[config.mk]
export PLATFORM = sky130hd
export DESIGN_NAME = cmd_issue_queue_flat
export DESIGN_NICKNAME = d
export VERILOG_FILES = /design/src/rtl/cmd_issue_queue_pkg.sv /design/src/rtl/cmd_issue_queue_if.sv /design/src/rtl/isu_timing_gate.sv /design/src/rtl/cmd_issue_queue.sv /design/src/flat_wrapper.sv
export SDC_FILE = /design/constraint.sdc
export NUM_CORES = 1
export LEC_CHECK = 0
export BUFFER_PORTS_ARGS = -buffer_cell sky130_fd_sc_hd__buf_2
export CAP_MARGIN = 20
export CORE_MARGIN = 2
export CORE_UTILIZATION = 55
export DETAILED_ROUTE_END_ITERATION = 10
export GPL_ROUTABILITY_DRIVEN = 0
export PLACE_DENSITY_LB_ADDON = 0.25
export SYNTH_ARGS = -nofsm -noshare
export SYNTH_HDL_FRONTEND = slang
export SYNTH_SLANG_ARGS = --single-unit
[constraint.sdc]
create_clock -name clk -period 4.1 [get_ports clk]
set_input_delay 0.615 -clock clk [delete_from_list [all_inputs] [get_ports clk]]
set_output_delay 0.615 -clock clk [all_outputs]
set_load 0.02 [all_outputs]
[src/rtl/cmd_issue_queue_pkg.sv]
// Shared types, widths and default DRAM timing for the command issue queue.
// Optional same-cycle bypass is enabled by defining ISU_BYPASS_EN.
`ifndef ADDR_BITS
`define ADDR_BITS 14
`endif
`ifndef BA_BITS
`define BA_BITS 3
`endif
`ifndef CMD_BITS
`define CMD_BITS 3
`endif
`ifndef ISU_FIFO_WIDTH
`define ISU_FIFO_WIDTH (`CMD_BITS + `ADDR_BITS + `BA_BITS)
`endif
`ifndef T_RCD_DEF
`define T_RCD_DEF 4
`endif
`ifndef T_RP_DEF
`define T_RP_DEF 4
`endif
`ifndef T_CCD_DEF
`define T_CCD_DEF 2
`endif
`ifndef T_RFC_DEF
`define T_RFC_DEF 16
`endif

package cmd_issue_queue_pkg;

    localparam int ADDR_W = `ADDR_BITS;
    localparam int BA_W   = `BA_BITS;
    localparam int ISU_W  = `ISU_FIFO_WIDTH;

    typedef enum logic [`CMD_BITS-1:0] {
        CMD_NOP = 3'd0,
        CMD_ACT = 3'd1,
        CMD_RD  = 3'd2,
        CMD_WR  = 3'd3,
        CMD_RDA = 3'd4,
        CMD_WRA = 3'd5,
        CMD_PRE = 3'd6,
        CMD_REF = 3'd7
    } sch_cmd_t;

    // Field order matches the scheduler's sch_out packing.
    typedef struct packed {
        sch_cmd_t          cmd;
        logic [ADDR_W-1:0] addr;
        logic [BA_W-1:0]   bank;
    } isu_entry_t;

    function automatic logic [7:0] ld_val(input int t);
        return (t > 1) ? 8'(t - 1) : 8'd0;
    endfunction

    function automatic logic [7:0] sat_dec(input logic [7:0] v);
        return (v == 8'd0) ? v : v - 8'd1;
    endfunction

endpackage

[src/rtl/cmd_issue_queue_if.sv]
// Scheduler-facing push port and PHY-facing issue port of the issue queue.
// slave is the queue side, master is the scheduler/PHY side.
interface cmd_issue_queue_if #(
    parameter int DEPTH = 8
);
    import cmd_issue_queue_pkg::*;

    localparam int CW = $clog2(DEPTH + 1);

    logic             sch_issue;
    logic [ISU_W-1:0] sch_out;
    logic             isu_fifo_full;
    logic             isu_fifo_empty;
    logic [CW-1:0]    isu_count;
    logic             cmd_valid;
    logic [ISU_W-1:0] cmd_out;
    logic             cmd_ready;
    logic             isu_overflow;

    modport slave (
        input  sch_issue,
        input  sch_out,
        input  cmd_ready,
        output isu_fifo_full,
        output isu_fifo_empty,
        output isu_count,
        output cmd_valid,
        output cmd_out,
        output isu_overflow
    );

    modport master (
        output sch_issue,
        output sch_out,
        output cmd_ready,
        input  isu_fifo_full,
        input  isu_fifo_empty,
        input  isu_count,
        input  cmd_valid,
        input  cmd_out,
        input  isu_overflow
    );

endinterface

[src/rtl/isu_timing_gate.sv]
// Inter-command timers (tRCD, tRP, tCCD, tRFC) and the head legality decode.
// Timers load T-1 on an issue strobe and otherwise count down to zero.
module isu_timing_gate
    import cmd_issue_queue_pkg::*;
#(
    parameter int T_RCD = `T_RCD_DEF,
    parameter int T_RP  = `T_RP_DEF,
    parameter int T_CCD = `T_CCD_DEF,
    parameter int T_RFC = `T_RFC_DEF
) (
    input  logic     clk,
    input  logic     rst,
    input  sch_cmd_t cmd_i,
    input  logic     issue_i,
    output logic     legal_o
);

    localparam logic [7:0] LD_RCD = ld_val(T_RCD);
    localparam logic [7:0] LD_RP  = ld_val(T_RP);
    localparam logic [7:0] LD_RPA = ld_val(T_RP + T_CCD);
    localparam logic [7:0] LD_CCD = ld_val(T_CCD);
    localparam logic [7:0] LD_RFC = ld_val(T_RFC);

    logic [7:0] rcd_q, rcd_d;
    logic [7:0] rp_q, rp_d;
    logic [7:0] ccd_q, ccd_d;
    logic [7:0] rfc_q, rfc_d;

    logic rcd_ok, rp_ok, ccd_ok, rfc_ok;

    assign rcd_ok = (rcd_q == 8'd0);
    assign rp_ok  = (rp_q == 8'd0);
    assign ccd_ok = (ccd_q == 8'd0);
    assign rfc_ok = (rfc_q == 8'd0);

    always_comb begin
        legal_o = 1'b0;
        unique case (cmd_i)
            CMD_ACT, CMD_REF:
                legal_o = rp_ok && rfc_ok;
            CMD_RD, CMD_WR, CMD_RDA, CMD_WRA:
                legal_o = rcd_ok && ccd_ok;
            CMD_PRE:
                legal_o = rcd_ok;
            default:
                legal_o = 1'b0;
        endcase
    end

    // A load on issue overrides the decrement of that timer only.
    always_comb begin
        rcd_d = sat_dec(rcd_q);
        rp_d  = sat_dec(rp_q);
        ccd_d = sat_dec(ccd_q);
        rfc_d = sat_dec(rfc_q);
        if (issue_i) begin
            unique case (cmd_i)
                CMD_ACT: rcd_d = LD_RCD;
                CMD_PRE: rp_d  = LD_RP;
                CMD_RD, CMD_WR: ccd_d = LD_CCD;
                CMD_RDA, CMD_WRA: begin
                    ccd_d = LD_CCD;
                    rp_d  = LD_RPA;
                end
                CMD_REF: rfc_d = LD_RFC;
                default: ;
            endcase
        end
    end

    always_ff @(posedge clk or posedge rst) begin
        if (rst) begin
            rcd_q <= 8'd0;
            rp_q  <= 8'd0;
            ccd_q <= 8'd0;
            rfc_q <= 8'd0;
        end else begin
            rcd_q <= rcd_d;
            rp_q  <= rp_d;
            ccd_q <= ccd_d;
            rfc_q <= rfc_d;
        end
    end

endmodule

[src/rtl/cmd_issue_queue.sv]
// In-order issue FIFO between the command scheduler and the DRAM PHY.
// Head is held until its timing class is legal; ISU_BYPASS_EN adds a bypass.
module cmd_issue_queue
    import cmd_issue_queue_pkg::*;
#(
    parameter int DEPTH = 8,
    parameter int T_RCD = `T_RCD_DEF,
    parameter int T_RP  = `T_RP_DEF,
    parameter int T_CCD = `T_CCD_DEF,
    parameter int T_RFC = `T_RFC_DEF
) (
    input  logic clk,
    input  logic rst,
    cmd_issue_queue_if.slave bus
);

    localparam int PW = $clog2(DEPTH);
    localparam int CW = $clog2(DEPTH + 1);

    isu_entry_t    mem_q [DEPTH];
    logic [PW-1:0] wr_q, wr_d;
    logic [PW-1:0] rd_q, rd_d;
    logic [CW-1:0] cnt_q, cnt_d;
    logic          ovf_q, ovf_d;

    isu_entry_t in_e;
    isu_entry_t head;
    isu_entry_t out_e;
    sch_cmd_t   chk_cmd;
    logic       empty;
    logic       full;
    logic       legal;
    logic       head_nop;
    logic       head_ok;
    logic       byp;
    logic       push;
    logic       pop;
    logic       issue;

    assign in_e     = isu_entry_t'(bus.sch_out);
    assign head     = mem_q[rd_q];
    assign empty    = (cnt_q == '0);
    assign full     = (cnt_q == CW'(DEPTH));
    assign head_nop = !empty && (head.cmd == CMD_NOP);

`ifdef ISU_BYPASS_EN
    // With nothing queued, legality is judged on the incoming command.
    assign chk_cmd = empty ? in_e.cmd : head.cmd;
    assign byp     = empty && bus.sch_issue
                  && legal && bus.cmd_ready;
`else
    assign chk_cmd = head.cmd;
    assign byp     = 1'b0;
`endif

    isu_timing_gate #(
        .T_RCD (T_RCD),
        .T_RP  (T_RP),
        .T_CCD (T_CCD),
        .T_RFC (T_RFC)
    ) u_gate (
        .clk     (clk),
        .rst     (rst),
        .cmd_i   (chk_cmd),
        .issue_i (issue),
        .legal_o (legal)
    );

    assign head_ok = !empty && legal;
    assign issue   = (head_ok && bus.cmd_ready) || byp;
    assign pop     = (head_ok && bus.cmd_ready) || head_nop;
    assign push    = bus.sch_issue && !full && !byp;

    always_comb begin
        wr_d  = wr_q;
        rd_d  = rd_q;
        cnt_d = cnt_q;
        ovf_d = ovf_q || (bus.sch_issue && full);
        if (push) wr_d = wr_q + PW'(1);
        if (pop)  rd_d = rd_q + PW'(1);
        unique case ({push, pop})
            2'b10:   cnt_d = cnt_q + CW'(1);
            2'b01:   cnt_d = cnt_q - CW'(1);
            default: cnt_d = cnt_q;
        endcase
    end

    always_ff @(posedge clk or posedge rst) begin
        if (rst) begin
            wr_q  <= '0;
            rd_q  <= '0;
            cnt_q <= '0;
            ovf_q <= 1'b0;
        end else begin
            wr_q  <= wr_d;
            rd_q  <= rd_d;
            cnt_q <= cnt_d;
            ovf_q <= ovf_d;
        end
    end

    // Storage needs no reset: it is only observed through count-gated reads.
    always_ff @(posedge clk) begin
        if (push) mem_q[wr_q] <= in_e;
    end

    always_comb begin
        out_e = '0;
        if (byp)         out_e = in_e;
        else if (!empty) out_e = head;
    end

    assign bus.isu_fifo_full  = full;
    assign bus.isu_fifo_empty = empty;
    assign bus.isu_count      = cnt_q;
    assign bus.cmd_valid      = head_ok || byp;
    assign bus.cmd_out        = out_e;
    assign bus.isu_overflow   = ovf_q;

endmodule

[src/flat_wrapper.sv]
// flat-port wrapper written by rule: the top's interface ports become plain ports
module cmd_issue_queue_flat import cmd_issue_queue_pkg::*;
#(
    parameter int DEPTH = 8,
    parameter int T_RCD = `T_RCD_DEF,
    parameter int T_RP  = `T_RP_DEF,
    parameter int T_CCD = `T_CCD_DEF,
    parameter int T_RFC = `T_RFC_DEF
)
  (clk, rst, bus_sch_issue, bus_sch_out, bus_cmd_ready, bus_isu_fifo_full, bus_isu_fifo_empty, bus_isu_count, bus_cmd_valid, bus_cmd_out, bus_isu_overflow);
  cmd_issue_queue_if #(.DEPTH(DEPTH)) bus_i ();
  input  logic clk;
  input  logic rst;
  input wire logic [$bits(bus_i.sch_issue)-1:0] bus_sch_issue;
  input wire logic [$bits(bus_i.sch_out)-1:0] bus_sch_out;
  input wire logic [$bits(bus_i.cmd_ready)-1:0] bus_cmd_ready;
  output wire logic [$bits(bus_i.isu_fifo_full)-1:0] bus_isu_fifo_full;
  output wire logic [$bits(bus_i.isu_fifo_empty)-1:0] bus_isu_fifo_empty;
  output wire logic [$bits(bus_i.isu_count)-1:0] bus_isu_count;
  output wire logic [$bits(bus_i.cmd_valid)-1:0] bus_cmd_valid;
  output wire logic [$bits(bus_i.cmd_out)-1:0] bus_cmd_out;
  output wire logic [$bits(bus_i.isu_overflow)-1:0] bus_isu_overflow;
  assign bus_i.sch_issue = bus_sch_issue;
  assign bus_i.sch_out = bus_sch_out;
  assign bus_i.cmd_ready = bus_cmd_ready;
  assign bus_isu_fifo_full = bus_i.isu_fifo_full;
  assign bus_isu_fifo_empty = bus_i.isu_fifo_empty;
  assign bus_isu_count = bus_i.isu_count;
  assign bus_cmd_valid = bus_i.cmd_valid;
  assign bus_cmd_out = bus_i.cmd_out;
  assign bus_isu_overflow = bus_i.isu_overflow;
  cmd_issue_queue #(.DEPTH(DEPTH), .T_RCD(T_RCD), .T_RP(T_RP), .T_CCD(T_CCD), .T_RFC(T_RFC)) u_core (.clk(clk), .rst(rst), .bus(bus_i));
endmodule
# Yosys cells after proc, flatten, opt, wreduce, memory -nomap -nowiden
# Memory sizes are Yosys's and may differ from the RTL's.
# Index checks and enable logic that the tools add are counted.
# word_totals
memories	1
input_bits	24
elab_cells	65
mem_bits_rw	160
regBits	43
out_inout_bits	28
# mem_list
memory	depth	word_bits	read_ports	rd_clocked_by_memory_dff	wr	line_no	rtl
u_core.mem_q	8	20	1	0	1	cmd_issue_queue.sv:20	isu_entry_t mem_q [DEPTH];
# op_classes
muxes	17
n_eq_ne	10
reduce_logical	21
addsub	8
# ops
cell	count
8-bit 2-to-1 mux	11
8-bit zero test	4
8-bit by 1-bit subtractor with 8-bit output, second input constant	4
20-bit 2-to-1 mux	1
8-bit one-hot mux with 2 select lines	1
3-bit equality test, second input constant	4
4-bit one-hot mux with 2 select lines	1
1-bit logical AND	7
3-bit by 1-bit adder with 3-bit output, second input constant	2
3-bit by 2-bit equality test with 1-bit output, second input constant	2
4-bit by 1-bit adder with 4-bit output, second input constant	1
4-bit equality test, second input constant	1
4-bit zero test	1
2-bit OR reduction	2
4-bit OR reduction	1
4-bit by 1-bit subtractor with 4-bit output, second input constant	1
3-bit by 1-bit equality test with 1-bit output, second input constant	1
3-bit zero test	1
1-bit one-hot mux with 3 select lines	1
2-bit by 1-bit equality test with 1-bit output, second input constant	1
2-bit equality test, second input constant	1
1-bit zero test	2
1-bit logical OR	2
1-bit 2-to-1 mux	2
2-bit nonzero test	1

# Logic depth before layout (Yosys ltp)
# Gate-level depths: netlist of the first run.
# An unclocked memory read counts as a cell.
# logic_depth
ltp_word	9
depth_mapped	15
mapped_depth_nobuf	14

# Hierarchy
# A second synthesis of the first run with hierarchy kept.
# unflattened
cells_unflattened	529
area_unflattened_um2	8445.6
# by_module_without_submodules
mod	seq_area_each_um2	instances	area_each_um2	cells_per_inst
cmd_issue_queue	5079.9	1	6769.0	357
isu_timing_gate	800.8	1	1676.6	172

# Least setup slack after synthesis of the first run
# Ideal clock, no wire load.
# synth_timing
path_kind	register to register
startpoint	reg u_core.u_gate.rp_q[0]
endpoint	reg u_core.cnt_q[3], in the netlist u_core.bus.isu_count[3]
n_path_buf	1
stages_incl_launch_ff	16
period_less_slack_ps	3395
t_arrival_ps	3262
setup_time_ps	133
slack_ps	705
path_cell_list	dfrtp_1 inv_1 ha_1 or3b_4 or4b_4 buf_6 nor3_1 o211a_4 o31a_4 ha_1 ha_1 a21o_1 a21oi_1 xnor2_1 nor2_1 xor2_1
# synth_between
elab_chain_cells	8
# synth_rtl
item	line_no	rtl
start: declaration	isu_timing_gate.sv:25	logic [7:0] rp_q, rp_d;
start signal: assignment	isu_timing_gate.sv:79	rp_q <= rp_d;
8-bit zero test (*)	isu_timing_gate.sv:32	assign rp_ok = (rp_q == 8'd0);
1-bit logical AND (*)	isu_timing_gate.sv:40	legal_o = rp_ok && rfc_ok;
1-bit one-hot mux with 3 select lines (*)	isu_timing_gate.sv:38	unique case (cmd_i)
1-bit logical AND (*)	cmd_issue_queue.sv:69	assign head_ok = !empty && legal;
1-bit logical AND (*)	cmd_issue_queue.sv:71	assign pop = (head_ok && bus.cmd_ready) || head_nop;
1-bit logical OR (*)	cmd_issue_queue.sv:71	
via u_core.pop	cmd_issue_queue.sv:37	logic pop;
2-bit by 1-bit equality test with 1-bit output or 2-bit equality test (tied branches)	cmd_issue_queue.sv:81	unique case ({push, pop})
4-bit one-hot mux with 2 select lines or 2-bit nonzero test (tied branches)	-	
end signal: assignment	cmd_issue_queue.sv:97	cnt_q <= cnt_d;
end: declaration	cmd_issue_queue.sv:23	logic [CW-1:0] cnt_q, cnt_d;
# Mark *: on every way through the listed nets, which the timed path passes. The rest lies on a longest branch.
# A chain may end at the register's enable or synchronous reset.

# Worst setup path in the final report of the first run
# layout_timing
startpoint	reg u_core.rd_q[0]
endpoint	reg u_core.cnt_q[3], in the netlist u_core.bus.isu_count[3]
# layout_between
elab_chain_cells	9
# layout_rtl
item	line_no	rtl
start: declaration	cmd_issue_queue.sv:22	logic [PW-1:0] rd_q, rd_d;
start signal: assignment	cmd_issue_queue.sv:96	rd_q <= rd_d;
memory 8 x 20 bit (*)	-	
3-bit equality test, or another cell as far along	isu_timing_gate.sv:38	
4-bit OR reduction (no source line) or 2-bit OR reduction (tied branches)	-	
1-bit one-hot mux with 3 select lines	isu_timing_gate.sv:38	
1-bit logical AND	cmd_issue_queue.sv:69	
1-bit logical AND	cmd_issue_queue.sv:71	
1-bit logical OR (*)	cmd_issue_queue.sv:71	
via u_core.pop	cmd_issue_queue.sv:37	
2-bit by 1-bit equality test with 1-bit output or 2-bit equality test (tied branches)	cmd_issue_queue.sv:81	
4-bit one-hot mux with 2 select lines or 2-bit nonzero test (tied branches)	-	
# Marked as above.

==> impl_metrics.sql, run 1 <==
INSERT INTO impl_metrics (metric_group, metric, value, unit) VALUES
('critical_path', 'logic_depth_of_the_worst_register_to_register_path', '12', ''),
('global_routing', 'grt-ovfl-total', '0', ''),
('global_routing', 'grt_pass1_vias', '4849', ''),
('synth', 'synth_nets', '541', ''),
('clocking', 'clock_path_buffers', '3', ''),
('routing', 'remaining_drc_errors', '0', ''),
('global_routing', 'grt_antenna_before_repair', '1', ''),
('routing', 'dr.first_iter.drc_count', '342', ''),
('synth', 'postSynthAreaPerCell', '17.0', 'sq um'),
('critical_path', 'crit_chain', 'mux4_2 > mux2i_4 > mux2i_1 > o32ai_4 > o31a_4 > ha_1 > ha_1 > a21o_1 > a21oi_1 > xnor2_1 > nor2_1 > xor2_1', ''),
('critical_path', 'slowest_delay', '0.57', 'ns'),
('synth', 'yosys.area_share.xor_xnor', '0.0245', ''),
('synth', 'synth_simple_gate_area_frac', '0.0769', ''),
('die', 'design.die.area', '16600', 'sq um'),
('critical_path', 'crit_required', '4.46', 'ns'),
('clocking', 'tritoncts_clock_tree', 'done', ''),
('sta', 'timing_hold_violations_final', '0', ''),
('clocking', 'clk_root_buffer_cell', 'sky130_fd_sc_hd__clkbuf_16', ''),
('synth', 'synth-edff-count', '160', ''),
('sta', 'timing.final.crit_period', '3.68', 'ns'),
('clocking', 'cts_hold_repair.buffers', '0', ''),
('die', 'fp.dieW', '129', 'um'),
('sta', 'worst_hold_slack', '0.262', 'ns'),
('sta', 'grt_setup_unrepaired', 'no', ''),
('clocking', 'post_cts_resize_count', '0', ''),
('clocking', 'post_cts.repair.setup_buffers', '0', ''),
('final_layout', 'ff_latch_area', '5880', 'sq um'),
('clocking', 'h-tree-depth', '1', ''),
('power_and_ir_drop', 'netSwitchingPower', '2.18', 'mW'),
('sta', 'finClkSkew', '0.0170', 'ns'),
('sta', 'finalSetupTns', '0', 'ns'),
('final_layout', 'design.final.nets', '619', ''),
('placement', 'dp.final_hpwl', '10.3', 'mm'),
('sta', 'timing_worst_slew_pin_value', '0.610', 'ns'),
('power_and_ir_drop', 'switching_share', '0.331', ''),
('power_and_ir_drop', 'pwr-share-clk', '0.255', ''),
('critical_path', 'crit_fanout', '12', ''),
('routing', 'ant_nets', '0', ''),
('final_layout', 'flow.area_growth_from_synthesis', '13.6', '%'),
('critical_path', 'critPathCaptureType', 'register', ''),
('power_and_ir_drop', 'share_comb_of_total_power', '0.333', ''),
('synth', 'synth.mux.area_fraction', '0.139', ''),
('global_routing', 'wire_length_of_the_first_global_routing_pass', '25.9', 'mm'),
('critical_path', 'setup.worst_path.class', 'reg2reg', ''),
('final_layout', 'drive_gt1_frac', '0.279', ''),
('critical_path', 'r2r_slack', '0.42', 'ns'),
('critical_path', 'timing.critical_path.mode_cell', 'sky130_fd_sc_hd__ha_1', ''),
('synth', 'post_synthesis_compound_gate_area_fraction', '0.0376', ''),
('hold_path', 'hold_path_class', 'in2async', ''),
('synth', 'yosysUniqueCellTypes', '59', ''),
('routing', 'wirelength', '16.3', 'mm'),
('critical_path', 'worst_ep_arrival_time', '4.04', 'ns'),
('power_and_ir_drop', 'vdd_ir_drop_max', '0.503', 'mV'),
('final_layout', 'area_of_the_multi_input_gates', '2560', 'sq um'),
('clocking', 'clkSinkCount', '203', ''),
('routing', 'post_drt_wl_per_cell', '20.8', 'um'),
('die', 'floorplan.io_pins', '52', ''),
('status', 'status', 'finished clean', ''),
('critical_path', 'regToRegEndpoint', 'u_core.bus.isu_count[3]', ''),
('synth', 'yosys_warnings', '0', ''),
('sta', 'timing_max_transition_violations_final', '0', ''),
('critical_path', 'worst_r2r_startpoint', 'u_core.rd_q[0]', ''),
('die', 'starting_density', '0.564', ''),
('final_layout', 'n_fill_cell', '1059', ''),
('routing', 'detailroute.via_count', '4561', ''),
('power_and_ir_drop', 'power_report.internal_total', '4.40', 'mW'),
('sta', 'fmax', '0.272', 'GHz'),
('routing', 'vias_per_cell', '5.81', ''),
('synth', 'synth.ff_latch_count', '203', ''),
('die', 'num_rows', '45', ''),
('clocking', 'cts.clk_slew.worst_paths', '0.06', 'ns');
[area by class of cell]
type | count | area share
clock buffer | 26 | 0.0569
tap | 188 | 0.0241
sequential | 203 | 0.604
inverter | 17 | 0.00655
timing repair buffer | 71 | 0.0416
antenna | 1 | 0.000257
clock inverter | 9 | 0.00411
multi-input combinational | 270 | 0.263
[worst max path at each step]
| stage | end | slack (ns) | startpoint |
|---|---|---|---|
| after detailed placement | u_core.bus.isu_count[3] | 0.44 | u_core.rd_q[0] |
| after floorplan | u_core.bus.isu_count[3] | 0.70 | u_core.u_gate.rp_q[0] |
| after global placement | u_core.bus.isu_count[3] | 0.55 | u_core.rd_q[0] |
| after CTS | u_core.bus.isu_count[3] | 0.44 | u_core.rd_q[0] |
| after global routing | u_core.bus.isu_count[3] | 0.24 | u_core.rd_q[0] |
| final | u_core.bus.isu_count[3] | 0.42 | u_core.rd_q[0] |
[logic make-up after synthesis]
group | Yosys count
DFF | 203
and+or+nand+nor | 127
xor gates and xnor gates | 24
muxes | 68
adders and majority gates | 11
buffers and inverters | 33
AOI/OAI and AO/OA | 40
[layer usage]
layer | track usage | share of wire | wire [um] | vias up
met5 | 0 | 0 | 0 | -
met4 | 0.0588 | 0.019 | 317 | 0
met1 | 0.268 | 0.42 | 6860 | 2321
li1 | - | - | - | 2104
met3 | 0.0337 | 0.041 | 665 | 22
met2 | 0.361 | 0.52 | 8470 | 114
[metrics by stage]
step	cells	total power, mW	util	setup slack (ns)	area (sq um)
2_1_floorplan	506	4.30	-	0.705	8580
5_1_grt	785	6.88	0.641	0.242	9750
3_3_place_gp	749	4.89	0.602	0.545	9150
4_1_cts	784	6.65	0.641	0.439	9740
6_report	785	6.58	0.641	0.423	9750
3_5_place_dp	749	4.97	0.602	0.443	9150
[flip-flops by register name, indices dropped and copies added, names as in the netlist]
| name | flops |
|---|---|
| u_core.mem_q | 160 |
| u_core.u_gate.rp_q | 8 |
| u_core.u_gate.rfc_q | 8 |
| u_core.u_gate.rcd_q | 8 |
| u_core.bus.isu_overflow | 1 |
| u_core.wr_q | 3 |
| u_core.u_gate.ccd_q | 8 |
| u_core.rd_q | 3 |
| u_core.bus.isu_count | 4 |
[Yosys cell counts (all sizes together) (4+ instances only)]
master | n | area share
edfxtp | 160 | 0.56
nor2 | 47 | 0.021
dfrtp | 43 | 0.13
mux4 | 38 | 0.10
mux2i | 24 | 0.030
nand2 | 23 | 0.010
nor3 | 19 | 0.012
inv | 17 | 0.0074
xnor2 | 16 | 0.016
buf | 11 | 0.0090
o21ai | 11 | 0.0064
ha | 10 | 0.015
nand2b | 9 | 0.0066
xor2 | 8 | 0.0082
a21oi | 7 | 0.0041
mux2 | 6 | 0.0083
clkbuf | 5 | 0.0034
or3 | 4 | 0.0031
[critical path, delay by kind of cell, from the launching register on]
kind            cells  cell delay, ns
compound gates      4            0.91
fa+ha+maj           2            0.54
mux                 3            1.19
simple gates        1            0.07
xor+xnor            2            0.29
flops               1            0.55
[power groups by stage]
stage | Combinational, mW | Clock [mW] | Sequential, mW
6_report | 2.19 | 1.67 | 2.72
3_3_place_gp | 2.15 | 0 | 2.74
2_1_floorplan | 1.61 | 0 | 2.69
5_1_grt | 2.35 | 1.78 | 2.75
3_5_place_dp | 2.21 | 0 | 2.76
4_1_cts | 2.22 | 1.71 | 2.72
[placed cells by master, fill, tap and decap left out, types with 4 or more instances in the layout]
cell	count
sky130_fd_sc_hd__a21oi_1	7
sky130_fd_sc_hd__buf_2	51
sky130_fd_sc_hd__buf_4	20
sky130_fd_sc_hd__clkbuf_1	4
sky130_fd_sc_hd__clkbuf_16	21
sky130_fd_sc_hd__clkinv_1	7
sky130_fd_sc_hd__dfrtp_1	41
sky130_fd_sc_hd__edfxtp_1	160
sky130_fd_sc_hd__ha_1	10
sky130_fd_sc_hd__inv_1	17
sky130_fd_sc_hd__mux2_2	5
sky130_fd_sc_hd__mux2i_1	22
sky130_fd_sc_hd__mux4_2	36
sky130_fd_sc_hd__nand2_1	23
sky130_fd_sc_hd__nand2b_1	9
sky130_fd_sc_hd__nor2_1	41
sky130_fd_sc_hd__nor2_2	6
sky130_fd_sc_hd__nor3_1	16
sky130_fd_sc_hd__o21ai_0	11
sky130_fd_sc_hd__xnor2_1	16
sky130_fd_sc_hd__xor2_1	8
(Power assumes the default switching activity.)
==> run 2: changes to the inputs <==
--- a/config.mk
+++ b/config.mk
@@ -5,6 +5,7 @@
 export SDC_FILE = /design/constraint.sdc
 export NUM_CORES = 1
 export LEC_CHECK = 0
+export ABC_AREA = 1
 export BUFFER_PORTS_ARGS = -buffer_cell sky130_fd_sc_hd__buf_2
 export CAP_MARGIN = 20
 export CORE_MARGIN = 2
@@ -12,6 +13,7 @@
 export DETAILED_ROUTE_END_ITERATION = 10
 export GPL_ROUTABILITY_DRIVEN = 0
 export PLACE_DENSITY_LB_ADDON = 0.25
+export SETUP_SLACK_MARGIN = 0.05
 export SYNTH_ARGS = -nofsm -noshare
 export SYNTH_HDL_FRONTEND = slang
 export SYNTH_SLANG_ARGS = --single-unit
==> impl_metrics.sql, run 2 <==
INSERT INTO impl_metrics (metric_group, metric, value, unit) VALUES
('status', 'status', 'finished clean', ''),
('synth', 'yosys.area_share.xor_xnor', '0.0200', ''),
('power_and_ir_drop', 'vdd_ir_drop_max', '0.598', 'mV'),
('routing', 'post_drt_wl_per_cell', '16.8', 'um'),
('sta', 'timing_max_transition_violations_final', '0', ''),
('routing', 'remaining_drc_errors', '0', ''),
('critical_path', 'regToRegEndpoint', 'u_core.bus.isu_count[3]', ''),
('synth', 'post_synth_fa_ha_maj_area_fraction', '0.0165', ''),
('critical_path', 'critical_path.startpoint_type', 'register', ''),
('die', 'floorplan.io_pins', '52', ''),
('critical_path', 'slowest_delay', '0.57', 'ns'),
('routing', 'detailroute.via_count', '5928', ''),
('die', 'die_h', '130', 'um'),
('critical_path', 'crit_required', '3.48', 'ns'),
('hold_path', 'hold_path_class', 'in2async', ''),
('synth', 'async_flop_share', '0.212', ''),
('critical_path', 'critPathCaptureType', 'primary output', ''),
('synth', 'yosysMostFrequentCell', 'sky130_fd_sc_hd__edfxtp_1', ''),
('routing', 'wirelength', '18.2', 'mm'),
('sta', 'worst_hold_slack', '0.145', 'ns'),
('job', 'max-cap-violations', '0', ''),
('synth', 'synth_area_leaders', 'sky130_fd_sc_hd__edfxtp_1 (55%), sky130_fd_sc_hd__dfrtp_1 (12%), sky130_fd_sc_hd__nor2_1 (6.5%)', ''),
('die', 'num_rows', '46', ''),
('synth', 'synth-main-ff-cell', 'sky130_fd_sc_hd__edfxtp_1', ''),
('placement', 'dp.final_hpwl', '10.7', 'mm'),
('power_and_ir_drop', 'netSwitchingPower', '2.94', 'mW'),
('routing', 'dr.first_iter.drc_count', '463', ''),
('synth', 'yosysUniqueCellTypes', '36', ''),
('clocking', 'h-tree-depth', '1', ''),
('power_and_ir_drop', 'powerDensity', '763', 'nW/um^2'),
('synth', 'share_of_synthesized_area_occupied_by_flip_flops_and_latches', '0.670', ''),
('sta', 'timing_hold_violations_final', '0', ''),
('routing', 'drt_pass1_iterations', '5', ''),
('critical_path', 'crit_chain', 'inv_6 > buf_4 > o21ai_0 > o22ai_1 > o21ai_0 > a31oi_1 > buf_2', ''),
('critical_path', 'worst_ep_arrival_time', '2.67', 'ns'),
('sta', 'timing_worst_slew_pin_value', '0.594', 'ns'),
('final_layout', 'commonest_non_fill_non_tap_cell_in_the_layout', 'sky130_fd_sc_hd__edfxtp_1', ''),
('die', 'fp.dieW', '130', 'um'),
('power_and_ir_drop', 'switching_share', '0.390', ''),
('synth', 'synth_top_cell_by_area', 'sky130_fd_sc_hd__edfxtp_1', ''),
('critical_path', 'crit_end', 'bus_cmd_out[7]', ''),
('critical_path', 'crit_path_start', 'u_core.rd_q[0]', ''),
('critical_path', 'crit_fanout', '60', ''),
('power_and_ir_drop', 'pwr-share-seq', '0.391', ''),
('clocking', 'clock_path_buffers', '3', ''),
('global_routing', 'grt-ovfl-total', '0', ''),
('final_layout', 'design.final.nets', '888', ''),
('clocking', 'clkSinkCount', '203', ''),
('synth', 'post_synth_inst_count', '795', ''),
('synth', 'synth.mux.area_fraction', '0', ''),
('power_and_ir_drop', 'power_report.internal_total', '4.61', 'mW'),
('global_routing', 'grt_util_overall', '0.222', ''),
('sta', 'fmax', '0.304', 'GHz'),
('clocking', 'clk_root_buffer_cell', 'sky130_fd_sc_hd__clkbuf_16', ''),
('global_routing', 'grt_pass1_vias', '5821', ''),
('synth', 'combinational_family_with_the_most_area_after_synthesis', 'simple AND/OR/NAND/NOR gates', ''),
('sta', 'final.period_utilization', '0.802', ''),
('critical_path', 'worst_r2r_startpoint', 'u_core.rd_q[0]', ''),
('critical_path', 'setup.worst_path.class', 'reg2out', ''),
('critical_path', 'r2r_slack', '0.86', 'ns'),
('sta', 'max-slew-margin-rel', '0.604', ''),
('synth', 'synthesis.area', '8780', 'sq um'),
('synth', 'synth.ff_latch_count', '203', ''),
('die', 'starting_density', '0.557', ''),
('synth', 'post_synthesis_compound_gate_area_fraction', '0.111', ''),
('clocking', 'cts_hold_repair.buffers', '0', ''),
('final_layout', 'drive_gt1_frac', '0.140', ''),
('sta', 'grt_setup_unrepaired', 'no', ''),
('power_and_ir_drop', 'share_comb_of_total_power', '0.387', ''),
('critical_path', 'worst_path_max_delay_cell', 'sky130_fd_sc_hd__dfrtp_2', ''),
('routing', 'ant_nets', '0', ''),
('clocking', 'tritoncts_clock_tree', 'done', ''),
('placement', 'place.port_buffers', '51', ''),
('synth', 'synth_nets', '830', ''),
('sta', 'finalSetupTns', '0', 'ns'),
('critical_path', 'timing.critical_path.mode_cell', 'sky130_fd_sc_hd__o21ai_0', ''),
('synth', 'synth-edff-count', '160', ''),
('critical_path', 'logic_depth_of_the_worst_register_to_register_path', '20', ''),
('final_layout', 'top_register', 'u_core.mem_q', ''),
('global_routing', 'grt_antenna_before_repair', '1', ''),
('die', 'design.die.area', '17000', 'sq um'),
('clocking', 'clock_latency', '0.49', 'ns'),
('sta', 'final-setup-viol-count', '0', ''),
('clocking', 'post_cts_resize_count', '0', ''),
('global_routing', 'grt_start_max_net_pins', '61', ''),
('die', 'core_area', '15800', 'sq um'),
('synth', 'yosys_warnings', '0', ''),
('final_layout', 'layout.cells.most_common_list', 'sky130_fd_sc_hd__edfxtp_1 (160), sky130_fd_sc_hd__nor2_1 (144), sky130_fd_sc_hd__o21ai_0 (102)', ''),
('routing', 'vias_per_cell', '5.47', ''),
('clocking', 'cts_buffers', '21', ''),
('synth', 'synthTopCellsByCount', 'sky130_fd_sc_hd__edfxtp_1 (160), sky130_fd_sc_hd__nor2_1 (152), sky130_fd_sc_hd__o21ai_0 (102)', ''),
('final_layout', 'n_fill_cell', '1249', ''),
('global_routing', 'wire_length_of_the_first_global_routing_pass', '29.1', 'mm'),
('synth', 'synth_simple_gate_area_frac', '0.135', ''),
('final_layout', 'flow.area_growth_from_synthesis', '12.8', '%'),
('power_and_ir_drop', 'leakage_power', '3.85', 'nW'),
('sta', 'timing.final.crit_period', '3.29', 'ns'),
('clocking', 'cts.clk_slew.worst_paths', '0.06', 'ns'),
('clocking', 'post_cts.repair.setup_buffers', '0', ''),
('final_layout', 'largest_register_ff_count', '160', ''),
('synth', 'postSynthAreaPerCell', '11.0', 'sq um'),
('sta', 'finClkSkew', '0.00405', 'ns'),
('power_and_ir_drop', 'pwr-share-clk', '0.222', ''),
('synth', 'synth.top_cell.area_share', '0.547', '');
[run 2: layout make-up]
type | instances | area [sq um] | share of cell area
antenna | 1 | 2.50 | 0.000253
sequential | 203 | 5880 | 0.594
multi-input combinational | 491 | 2500 | 0.252
tap | 216 | 270 | 0.0273
clock inverter | 8 | 37.5 | 0.00379
timing repair buffer | 69 | 398 | 0.0402
clock buffer | 28 | 562 | 0.0567
inverter | 67 | 256 | 0.0259
[run 2: power groups by stage]
stage	Sequential (mW)	Clock (mW)	Combinational, mW
floorplan	2.92	0	2.14
global placement	2.97	0	2.81
detailed placement	2.99	0	2.92
CTS	2.95	1.72	2.93
global route	3.00	1.80	3.26
finish	2.95	1.68	2.92
[run 2: how the worst min path moves through the flow]
stage,start,endpoint,slack [ns],depth (start not counted)
finish,rst,u_core.u_gate.rcd_q[3],0.15,2
global route,rst,u_core.u_gate.rcd_q[3],0.16,2
CTS,bus_sch_issue,u_core.bus.isu_overflow,0.33,2
detailed placement,u_core.bus.isu_overflow,u_core.bus.isu_overflow,0.45,1
global placement,u_core.bus.isu_overflow,u_core.bus.isu_overflow,0.43,1
floorplan,u_core.u_gate.rfc_q[7],u_core.u_gate.rfc_q[7],0.43,1
[run 2: critical path, delay by kind of cell, from the launching register on]
kind,cells,cell delay (ns)
compound gates,4,0.61
flops,1,0.57
buf+inv,3,0.93
[run 2: kinds of logic after synthesis]
kind of cell	count (synthesis)
simple gates	283
xor+xnor	20
fa+ha+maj	11
flops	203
buf+inv	101
compound gates	177
[run 2: metrics by stage]
step	utilization	instance area, sq um	worst slack, ns	total power [mW]	std cells
2_1_floorplan	-	8780	1.13	5.06	795
3_3_place_gp	0.589	9290	0.967	5.78	1045
3_5_place_dp	0.589	9290	0.862	5.90	1045
4_1_cts	0.627	9890	0.830	7.60	1081
5_1_grt	0.628	9900	0.468	8.05	1083
6_report	0.628	9900	0.814	7.55	1083
[run 2: metal layers]
metal | wire length, um | track usage | vias to the layer above | share of wire
met5 | 0 | 0 | - | 0
met4 | 425 | 0.0688 | 0 | 0.023
met3 | 899 | 0.0390 | 34 | 0.050
met2 | 9070 | 0.389 | 153 | 0.50
met1 | 7760 | 0.284 | 2878 | 0.43
li1 | - | - | 2863 | -
==> run 3: changes to the inputs <==
==> constraint.sdc (replaced) <==
create_clock -name clk -period 2.9 [get_ports clk]
set_input_delay 0.435 -clock clk [delete_from_list [all_inputs] [get_ports clk]]
set_output_delay 0.435 -clock clk [all_outputs]
set_load 0.02 [all_outputs]
==> impl_metrics.sql, run 3 (synthesized netlist as in run 2, its figures left out) <==
INSERT INTO impl_metrics (metric_group, metric, value, unit) VALUES
('status', 'status', 'finished clean', ''),
('sta', 'finClkSkew', '0.00713', 'ns'),
('clocking', 'cts.clk_slew.worst_paths', '0.06', 'ns'),
('global_routing', 'busiest_layer_in_global_routing', 'met2', ''),
('global_routing', 'global_routing_usage_on_met2', '0.383', ''),
('die', 'core_area', '15800', 'sq um'),
('routing', 'ant_nets', '0', ''),
('die', 'die_h', '130', 'um'),
('global_routing', 'grt_util_met3', '0.0385', ''),
('critical_path', 'path_buf_inv', '4', ''),
('critical_path', 'crit_fanout', '6', ''),
('final_layout', 'top_register', 'u_core.mem_q', ''),
('global_routing', 'grt_antenna_before_repair', '0', ''),
('sta', 'max-slew-margin-rel', '0.634', ''),
('power_and_ir_drop', 'vdd_ir_drop_max', '0.609', 'mV'),
('die', 'design.die.area', '17000', 'sq um'),
('routing', 'wirelength', '18.5', 'mm'),
('routing', 'vias_per_cell', '5.48', ''),
('sta', 'worst_slack', '0.116', 'ns'),
('hold_path', 'hold_path_class', 'in2async', ''),
('final_layout', 'post-route-cell-area', '10400', 'sq um'),
('final_layout', 'n_fill_cell', '1174', ''),
('power_and_ir_drop', 'netSwitchingPower', '4.41', 'mW'),
('critical_path', 'slowest_delay', '0.39', 'ns'),
('power_and_ir_drop', 'share_comb_of_total_power', '0.408', ''),
('sta', 'timing_worst_slew_pin_value', '0.550', 'ns'),
('final_layout', 'design.final.nets', '918', ''),
('clocking', 'clkSinkCount', '203', ''),
('final_layout', 'largest_register_ff_count', '160', ''),
('routing', 'post_drt_wl_per_cell', '16.6', 'um'),
('routing', 'detailroute.via_count', '6101', ''),
('placement', 'place.port_buffers', '51', ''),
('clocking', 'clk_root_buffer_cell', 'sky130_fd_sc_hd__clkbuf_16', ''),
('power_and_ir_drop', 'leakage_power', '4.06', 'nW'),
('power_and_ir_drop', 'powerDensity', '1110', 'nW/um^2'),
('placement', 'pre_cts_ws', '-0.160', 'ns'),
('clocking', 'tritoncts_clock_tree', 'done', ''),
('sta', 'finalSetupTns', '0', 'ns'),
('sta', 'worst_hold_slack', '0.0724', 'ns'),
('critical_path', 'critical_path.startpoint_type', 'register', ''),
('global_routing', 'grt_util_overall', '0.220', ''),
('global_routing', 'grt_pass1_vias', '5937', ''),
('clocking', 'clock_latency', '0.49', 'ns'),
('critical_path', 'worstSetupPathDepth', '12', ''),
('power_and_ir_drop', 'pwr-share-clk', '0.232', ''),
('die', 'num_rows', '46', ''),
('power_and_ir_drop', 'power_report.internal_total', '7.14', 'mW'),
('clocking', 'cts_hold_repair.buffers', '0', ''),
('sta', 'final.period_utilization', '0.960', ''),
('global_routing', 'groute.layer.met1.usage', '0.276', ''),
('clocking', 'h-tree-depth', '1', ''),
('sta', 'timing_max_transition_violations_final', '0', ''),
('final_layout', 'flow.area_growth_from_synthesis', '18.6', '%'),
('power_and_ir_drop', 'pwr-share-seq', '0.359', ''),
('sta', 'timing_hold_violations_final', '0', ''),
('routing', 'remaining_drc_errors', '0', ''),
('sta', 'fmax', '0.359', 'GHz'),
('critical_path', 'worst_ep_arrival_time', '2.35', 'ns'),
('critical_path', 'logic_depth_of_the_worst_register_to_register_path', '17', ''),
('critical_path', 'crit_chain', 'inv_2 > ha_4 > nand2_2 > nor2_4 > nand3_2 > nor2_2 > nand2_1 > buf_4 > inv_4 > nand3_1 > a21oi_2 > buf_6', ''),
('final_layout', 'commonest_non_fill_non_tap_cell_in_the_layout', 'sky130_fd_sc_hd__edfxtp_1', ''),
('global_routing', 'grt_start_max_net_pins', '65', ''),
('critical_path', 'setup.worst_path.class', 'reg2out', ''),
('final_layout', 'ff_latch_area', '5880', 'sq um'),
('final_layout', 'area_of_the_multi_input_gates', '2660', 'sq um'),
('placement', 'dp.final_hpwl', '10.6', 'mm'),
('sta', 'final-setup-viol-count', '0', ''),
('die', 'fp.dieW', '130', 'um'),
('power_and_ir_drop', 'total_power', '11.6', 'mW'),
('routing', 'dr.first_iter.drc_count', '440', ''),
('final_layout', 'layout.cells.most_common_list', 'sky130_fd_sc_hd__edfxtp_1 (160), sky130_fd_sc_hd__nor2_1 (139), sky130_fd_sc_hd__o21ai_0 (100)', ''),
('job', 'max-cap-violations', '0', ''),
('critical_path', 'worst_path_max_delay_cell', 'sky130_fd_sc_hd__dfrtp_1', ''),
('placement', 'place_area', '9420', 'sq um'),
('die', 'starting_density', '0.557', ''),
('die', 'floorplan.io_pins', '52', ''),
('critical_path', 'critPathCaptureType', 'primary output', ''),
('critical_path', 'critical_path.top_delay_family', 'simple AND/OR/NAND/NOR gates', ''),
('final_layout', 'antenna-diode-count', '0', ''),
('power_and_ir_drop', 'switching_share', '0.382', ''),
('critical_path', 'crit_required', '2.47', 'ns'),
('clocking', 'cts_buffers', '22', ''),
('sta', 'grt_setup_unrepaired', 'yes', ''),
('global_routing', 'grt-ovfl-total', '0', ''),
('clocking', 'clock_path_buffers', '3', ''),
('sta', 'timing.final.crit_period', '2.78', 'ns'),
('final_layout', 'drive_gt1_frac', '0.209', ''),
('global_routing', 'wire_length_of_the_first_global_routing_pass', '28.9', 'mm'),
('routing', 'drt_pass1_iterations', '5', '');
==> run 3: cell count changes in the layout (fill, tap and decap cells not counted), sizes merged, moves of 2 or more <==
cell | before | now
clkbuf | 28 | 26
bufinv | 0 | 2
clkinv | 7 | 9
clkinvlp | 0 | 2
buf | 69 | 98
==> run 3: area by class of cell <==
type / count / share of cell area
tap: 216 / 0.0259
clock buffer: 26 / 0.0563
timing repair buffer: 98 / 0.0617
sequential: 203 / 0.565
multi-input combinational: 491 / 0.255
clock inverter: 13 / 0.0111
inverter: 67 / 0.0251
==> run 3: power by group through the flow <==
stage	Combinational [mW]	Sequential [mW]	Clock (mW)
2_1_floorplan	3.03	4.14	0
3_5_place_dp	4.30	4.19	0
5_1_grt	5.24	4.21	2.85
6_report	4.72	4.15	2.68
4_1_cts	4.44	4.13	2.73
3_3_place_gp	4.16	4.16	0
==> run 3: through the flow <==
step                instances   util
detailed placement       1061  0.597
CTS                      1105  0.647
finish                   1114  0.660
floorplan                 795      -
global route             1114  0.660
global placement         1061  0.597
==> run 3: timing repair <==
item / 4_1_cts / 5_1_grt
resized for setup: 9 / 42
pin swaps: 4 / 22
endpoints found under the setup margin: 19 / 9
cloned: 0 / 0
setup buffers: 5 / 9
==> run 3: layer usage <==
| layer | routed length, um | vias up |
|---|---|---|
| li1 | - | 2923 |
| met1 | 7680 | 2979 |
| met2 | 9410 | 158 |
| met3 | 919 | 41 |
| met4 | 447 | 0 |
| met5 | 0 | - |
==> run 3: worst register-to-register path, cell delays in order (launching register included) <==
cell                       delay (ns)
sky130_fd_sc_hd__dfrtp_2         0.49
sky130_fd_sc_hd__buf_4           0.17
sky130_fd_sc_hd__o21ai_0         0.19
sky130_fd_sc_hd__o21ai_1         0.10
sky130_fd_sc_hd__nand2_1         0.12
sky130_fd_sc_hd__o21ai_4         0.11
sky130_fd_sc_hd__inv_2           0.11
sky130_fd_sc_hd__nand4_1         0.19
sky130_fd_sc_hd__nand2_4         0.14
sky130_fd_sc_hd__ha_4            0.15
sky130_fd_sc_hd__ha_1            0.22
sky130_fd_sc_hd__nand2_1         0.07
sky130_fd_sc_hd__nor2_1          0.05
sky130_fd_sc_hd__a211oi_2        0.23
sky130_fd_sc_hd__nor2_1          0.06
sky130_fd_sc_hd__nor2_1          0.08
sky130_fd_sc_hd__nand2_1         0.06
sky130_fd_sc_hd__xor2_1          0.14
==> run 3: path summary, 6_finish.rpt <==
kind | startpoint | endpoint | slack, ns
hold / removal | rst | u_core.bus.isu_count[3] | 0.07
min in group clk | bus_sch_issue | u_core.bus.isu_overflow | 0.19
setup / recovery | u_core.u_gate.rp_q[1] | bus_cmd_valid | 0.12
hold reg to reg | u_core.u_gate.ccd_q[4] | u_core.u_gate.ccd_q[4] | 0.46
setup reg to reg | u_core.rd_q[0] | u_core.bus.isu_count[3] | 0.13
max in group asynchronous | rst | u_core.rd_q[0] | 2.42
